$ cat src/rtl/poly_solver_pkg.sv
// Shared types and width helpers for the Horner polynomial evaluator.
package poly_solver_pkg;

  typedef enum logic [1:0] {
    IDLE = 2'd0,
    RUN  = 2'd1,
    DONE = 2'd2
  } state_e;

  function automatic int clog2(input int n);
    int r;
    r = 0;
    for (int v = n - 1; v > 0; v = v >> 1) r++;
    return r;
  endfunction

  // Step counter width; never below one bit so DEG==0 still has a legal vector.
  function automatic int cnt_w(input int deg);
    int r;
    r = clog2(deg + 1);
    return (r < 1) ? 1 : r;
  endfunction

  // Width at which one multiply-add step is evaluated.
  function automatic int prod_w(input int rw, input int xw);
    return rw + xw + 1;
  endfunction

endpackage

$ cat src/rtl/poly_operative.sv
// Datapath: operand/accumulator registers, Horner multiply-add, range check and flags.
// Clamping instead of wrapping is selected by POLY_SOLVER_SATURATE_EN.
module poly_operative
  import poly_solver_pkg::*;
#(
  parameter int XW   = 8,
  parameter int CW   = 16,
  parameter int RW   = 16,
  parameter int DEG  = 2,
  parameter int CNTW = 2
) (
  input  logic                    clk,
  input  logic                    rst_ni,
  input  logic                    load_i,
  input  logic                    step_i,
  input  logic                    finish_i,
  input  logic [CNTW-1:0]         sel_i,
  input  logic signed [XW-1:0]    x_i,
  input  logic [(DEG+1)*CW-1:0]   coef_i,
  output logic signed [RW-1:0]    result_o,
  output logic                    zero_o,
  output logic                    overflow_o
);

  localparam int PROD_W = prod_w(RW, XW);
  // Wide enough for the step sum and for a coefficient wider than the accumulator.
  localparam int EW = (CW + 1 > PROD_W) ? CW + 1 : PROD_W;

  logic signed [XW-1:0]       x_q, x_d;
  logic [(DEG+1)*CW-1:0]      coef_q, coef_d;
  logic signed [RW-1:0]       acc_q, acc_d;
  logic                       ovf_q, ovf_d;
  logic signed [RW-1:0]       res_q;
  logic                       zero_q, ovf_out_q;

  logic signed [CW-1:0]       lead_c_s, step_c_s;
  logic signed [EW-1:0]       lead_w_s, full_w_s;

  function automatic logic in_range(input logic signed [EW-1:0] v);
    return (&v[EW-1:RW-1]) | ~(|v[EW-1:RW-1]);
  endfunction

  function automatic logic [RW-1:0] fit(input logic signed [EW-1:0] v);
    logic [RW-1:0] r;
`ifdef POLY_SOLVER_SATURATE_EN
    if (in_range(v)) r = v[RW-1:0];
    else if (v[EW-1]) r = {1'b1, {(RW-1){1'b0}}};
    else r = {1'b0, {(RW-1){1'b1}}};
`else
    r = v[RW-1:0];
`endif
    return r;
  endfunction

  assign lead_c_s = coef_i[DEG*CW +: CW];
  assign step_c_s = coef_q[sel_i*CW +: CW];
  assign lead_w_s = EW'(lead_c_s);
  assign full_w_s = EW'(acc_q) * EW'(x_q) + EW'(step_c_s);

  // Next-state for operands, accumulator and sticky overflow.
  always_comb begin
    x_d    = x_q;
    coef_d = coef_q;
    acc_d  = acc_q;
    ovf_d  = ovf_q;
    if (load_i) begin
      x_d    = x_i;
      coef_d = coef_i;
      acc_d  = fit(lead_w_s);
      ovf_d  = ~in_range(lead_w_s);
    end else if (step_i) begin
      acc_d  = fit(full_w_s);
      ovf_d  = ovf_q | ~in_range(full_w_s);
    end else begin
      acc_d  = acc_q;
    end
  end

  // Visible result and flags only change when an evaluation finishes.
  always_ff @(posedge clk or negedge rst_ni) begin
    if (!rst_ni) begin
      x_q       <= '0;
      coef_q    <= '0;
      acc_q     <= '0;
      ovf_q     <= 1'b0;
      res_q     <= '0;
      zero_q    <= 1'b0;
      ovf_out_q <= 1'b0;
    end else begin
      x_q    <= x_d;
      coef_q <= coef_d;
      acc_q  <= acc_d;
      ovf_q  <= ovf_d;
      if (finish_i) begin
        res_q     <= acc_d;
        zero_q    <= (acc_d == {RW{1'b0}});
        ovf_out_q <= ovf_d;
      end else begin
        res_q     <= res_q;
      end
    end
  end

  assign result_o   = res_q;
  assign zero_o     = zero_q;
  assign overflow_o = ovf_out_q;

endmodule

$ cat src/rtl/poly_solver.sv
// Multi-cycle signed polynomial evaluator (Horner, one step per clock) with start/completed handshake.
// Optional clamping of each step via POLY_SOLVER_SATURATE_EN (default: two's complement wrap).
module poly_solver
  import poly_solver_pkg::*;
#(
  parameter int XW  = 8,
  parameter int CW  = 16,
  parameter int RW  = 16,
  parameter int DEG = 2
) (
  input  logic                    clk,
  input  logic                    rst,
  input  logic                    start,
  input  logic signed [XW-1:0]    X,
  input  logic [(DEG+1)*CW-1:0]   COEF,
  output logic signed [RW-1:0]    result,
  output logic                    zero,
  output logic                    overflow,
  output logic                    busy,
  output logic                    completed
);

  localparam int CNTW = cnt_w(DEG);
  localparam logic [CNTW-1:0] CNT_INIT = CNTW'((DEG > 0) ? DEG - 1 : 0);

  state_e          state_q;
  logic [CNTW-1:0] cnt_q;
  logic            busy_q, completed_q;
  logic            load_s, step_s, finish_s;

  assign load_s   = (state_q == IDLE) && start;
  assign step_s   = (state_q == RUN);
  assign finish_s = (load_s && (DEG == 0)) || (step_s && (cnt_q == {CNTW{1'b0}}));

  // Control FSM with step counter and registered handshake outputs.
  always_ff @(posedge clk or negedge rst) begin
    if (!rst) begin
      state_q     <= IDLE;
      cnt_q       <= '0;
      busy_q      <= 1'b0;
      completed_q <= 1'b0;
    end else begin
      case (state_q)
        IDLE: begin
          if (start) begin
            cnt_q  <= CNT_INIT;
            busy_q <= 1'b1;
            if (DEG == 0) begin
              state_q     <= DONE;
              completed_q <= 1'b1;
            end else begin
              state_q     <= RUN;
              completed_q <= 1'b0;
            end
          end else begin
            busy_q      <= 1'b0;
            completed_q <= 1'b0;
          end
        end
        RUN: begin
          if (cnt_q == {CNTW{1'b0}}) begin
            state_q     <= DONE;
            completed_q <= 1'b1;
          end else begin
            cnt_q <= cnt_q - {{(CNTW-1){1'b0}}, 1'b1};
          end
        end
        DONE: begin
          state_q     <= IDLE;
          busy_q      <= 1'b0;
          completed_q <= 1'b0;
        end
        default: begin
          state_q     <= IDLE;
          cnt_q       <= '0;
          busy_q      <= 1'b0;
          completed_q <= 1'b0;
        end
      endcase
    end
  end

  poly_operative #(
    .XW  (XW),
    .CW  (CW),
    .RW  (RW),
    .DEG (DEG),
    .CNTW(CNTW)
  ) u_operative (
    .clk       (clk),
    .rst_ni    (rst),
    .load_i    (load_s),
    .step_i    (step_s),
    .finish_i  (finish_s),
    .sel_i     (cnt_q),
    .x_i       (X),
    .coef_i    (COEF),
    .result_o  (result),
    .zero_o    (zero),
    .overflow_o(overflow)
  );

  assign busy      = busy_q;
  assign completed = completed_q;

endmodule
$ cat config.mk
export PLATFORM = sky130hd
export DESIGN_NAME = poly_solver
export DESIGN_NICKNAME = d
export VERILOG_FILES = /design/src/rtl/poly_solver_pkg.sv /design/src/rtl/poly_operative.sv /design/src/rtl/poly_solver.sv
export SDC_FILE = /design/constraint.sdc
export NUM_CORES = 1
export LEC_CHECK = 0
export CORE_ASPECT_RATIO = 0.6
export CORE_MARGIN = 4
export CORE_UTILIZATION = 45
export DETAILED_ROUTE_END_ITERATION = 7
export MAX_ROUTING_LAYER = met4
export PLACE_DENSITY_LB_ADDON = 0.12
export SYNTH_ARGS = -nofsm -noshare
export SYNTH_HDL_FRONTEND = slang
export SYNTH_SLANG_ARGS = --single-unit
export TNS_END_PERCENT = 30
$ cat constraint.sdc
create_clock -name clk -period 8.8 [get_ports clk]
set_clock_uncertainty 0.2 [all_clocks]
set_input_delay 2.2 -clock clk [delete_from_list [all_inputs] [get_ports clk]]
set_output_delay 2.2 -clock clk [all_outputs]
set_load 0.01 [all_outputs]
==> flow_summary.toml <==
[cts]
cts-buffers-inserted = 9
clkLatencyLatePin_ns = 0.35
cts_buffer_depth = 2
cts.reportedPaths.clkPinSlew_ns = 0.07
root_buffer = "clkbuf_16"
cts_setup_buffers = 0
ctsHoldBuffers = 0
htreeDepth = 3
tritoncts = "yes"
clock-sinks = 97
cts_resized = 0

[setup_path]
worst-setup-path-type = "flip-flop to flip-flop"
critical_path_arrival_ns = 7.44
rr_endpoint = "u_operative.overflow_o"
rr_worst_depth = 20
timing.rr.start = "cnt_q[1]"
path_max_fanout = 19
ff2ff_setup_slack_ns = 1.39
worstSetupEndpointType = "flip-flop"
startpoint_type = "flip-flop"
cp.required_ns = 8.83

[floorplan]
die_area_um2 = 22700
die_h_um = 118
chipWidth_um = 192
num_rows = 40
core_area_um2 = 20000
initial_core_util = 0.458
io_pins = 79

[place]
dp_hpwl_um = 19700
port_buffers = 78
finalWeightedCongestion = 0.891

[final_layout]
area_growth_pct = 13.5
multi_input_area_um2 = 6090
antenna-diode-count = 0
nets = 1280
drive_gt1_frac = 0.0343
n_fill_cell = 1882
seqCellArea_um2 = 2430

[worst_hold_path]
hold_path_depth = 2
hold_end = "u_operative.coef_q[24]"
hp-start = "u_operative.coef_q[24]"
min_path_type = "flip-flop to flip-flop"

[logic_synthesis]
synth-async-reset-ratio = 1.00
syn_inst = 1004
synth_ff_type = "dfrtp_1"
synth.mux.area_fraction = 0.0301
synth_warnings = 0
synth_xor_xnor_area_share = 0.0240
synth_top_family_by_area = "adder cells"
ys_types = 55
synth_edf_count = 0
netlist_area_um2 = 9140
synth-simple-area-share = 0.184
synth_compound_area_frac = 0.0854
seq_area_frac_synth = 0.266
synth-seq-cells = 97
syn_avg_cell_area_um2 = 9.10
syn-num-nets = 1240
synth_fa_ha_area_frac = 0.342

[global_route]
grt_usage = 0.233
grt_pass1_vias = 6905
grt_max_degree = 78
grt.overflow.total = 0
grt_pass1_wl_um = 39600
antenna_found_initial = 0

[detailed_routing]
via_per_inst = 5.17
ant_nets = 0
wire_per_inst_um = 18.4
drc = 0
drt_wl_total_um = 24300
drt-pass1-iter-count = 5
drtIter0Drc = 449
via_count = 6832

[sta]
max_freq_mhz = 135
slew_violations = 0
worst_slew_pin_slew_ns = 1.03
finalHoldViolCount = 0
relSlewSlack = 0.310
min_period_ns = 7.41
fin_crit_sh = 0.842
tns_ns = 0
finalSetupViolCount = 0
rsz0062_at_grt = "false"

[run]
drv_cap = 0

[outcome]
outcome = "finished, final reports clean"
-- final cells by class --
type	instances	share of cell area
multi-input combinational	741	0.587
sequential	97	0.234
timing repair buffer	82	0.0779
inverter	113	0.0409
tap	273	0.0329
clock buffer	10	0.0221
clock inverter	6	0.00494
-- cell usage after synthesis, drive strengths merged, types with 3 or more instances --
cell type / count / area [µm²]
dfrtp: 97 / 2430
nand2: 261 / 980
a31oi: 5 / 31.3
o22ai: 4 / 25.0
or3: 3 / 18.8
inv: 111 / 417
nand2b: 9 / 56.3
o21bai: 3 / 22.5
nor3: 4 / 20.0
mux2: 4 / 45.0
a21oi: 36 / 184
o21a: 5 / 37.5
a2111oi: 3 / 26.3
nor4: 3 / 18.8
nor2: 43 / 161
nand4: 8 / 50.1
xnor2: 14 / 123
ha: 55 / 688
and2: 47 / 294
a21boi: 3 / 22.5
a211oi: 4 / 35.0
a21o: 8 / 61.3
clkbuf: 45 / 169
nand3: 5 / 25.0
o211ai: 3 / 27.5
buf: 8 / 37.5
fa: 122 / 2440
xor2: 11 / 96.3
o21ai: 35 / 179
mux2i: 23 / 230
-- critical path, stage by stage (launching register included) --
cell and delay, ns:
dfrtp_1 0.74, nor2_1 0.95, a21oi_1 0.34, inv_1 0.15, fa_1 0.48, inv_1 0.20, fa_1 0.47, fa_1 0.54
inv_1 0.05, fa_1 0.44, ha_1 0.29, ha_1 0.46, nand4_1 0.30, or3_1 0.42, o211a_1 0.14, o41ai_2 0.06
xor2_1 0.23, nand4_1 0.11, or4_1 0.40, mux2i_1 0.21, a31oi_1 0.11
-- worst max path at each step --
stage          slack (ns)  startpoint  cells after the start                endpoint
2_1_floorplan        2.45    cnt_q[1]                     21  u_operative.overflow_o
4_1_cts              1.36    cnt_q[1]                     20  u_operative.overflow_o
3_5_place_dp         1.37    cnt_q[1]                     20  u_operative.overflow_o
3_3_place_gp         1.51    cnt_q[1]                     20  u_operative.overflow_o
6_report             1.39    cnt_q[1]                     20  u_operative.overflow_o
5_1_grt              0.68    cnt_q[1]                     20  u_operative.overflow_o
-- sequential cells by signal, summed over array words and instances, names as in the netlist --
| register | cells |
|---|---|
| u_operative.coef_q | 48 |
| u_operative.acc_q | 16 |
| u_operative.result_o | 16 |
| u_operative.x_q | 8 |
| cnt_q | 2 |
| state_q | 2 |
| busy | 1 |
| completed | 1 |
| u_operative.overflow_o | 1 |
| u_operative.ovf_q | 1 |
| u_operative.zero_o | 1 |
-- kinds of logic after synthesis --
kind of cell | count (synthesis)
compound gates | 121
xor+xnor | 25
fa+ha+maj | 177
buf+inv | 166
flops | 97
mux | 27
simple gates | 391
-- metal layers --
layer,global-route usage,vias up,part of all wire
li1,-,3244,-
met1,0.395,3365,0.55
met2,0.273,208,0.36
met3,0.0673,15,0.083
met4,0.0245,0,0.0051
met5,-,-,0
-- metrics by stage --
stage	instances	util	area (µm²)	setup slack, ns	hold WS, ns
detailed placement	1306	0.506	10100	1.37	0.262
CTS	1322	0.520	10400	1.36	0.280
global route	1322	0.520	10400	0.678	0.290
global placement	1306	0.506	10100	1.51	0.258
finish	1322	0.520	10400	1.39	0.276
floorplan	1004	-	9140	2.45	0.245
-- layout by cell type, fill, tap and decap left out, types with 11 or more instances in the layout --
cell type / instances
nand2_1: 260
fa_1: 122
inv_1: 111
dfrtp_1: 97
clkdlybuf4s50_1: 77
ha_1: 55
and2_1: 47
nor2_1: 42
a21oi_1: 35
o21ai_0: 30
mux2i_1: 23
xnor2_1: 14
xor2_1: 11
Power is left out: the tool's default activity adds up to more than one toggle a clock period on the data nets, which glitch-free logic cannot reach.
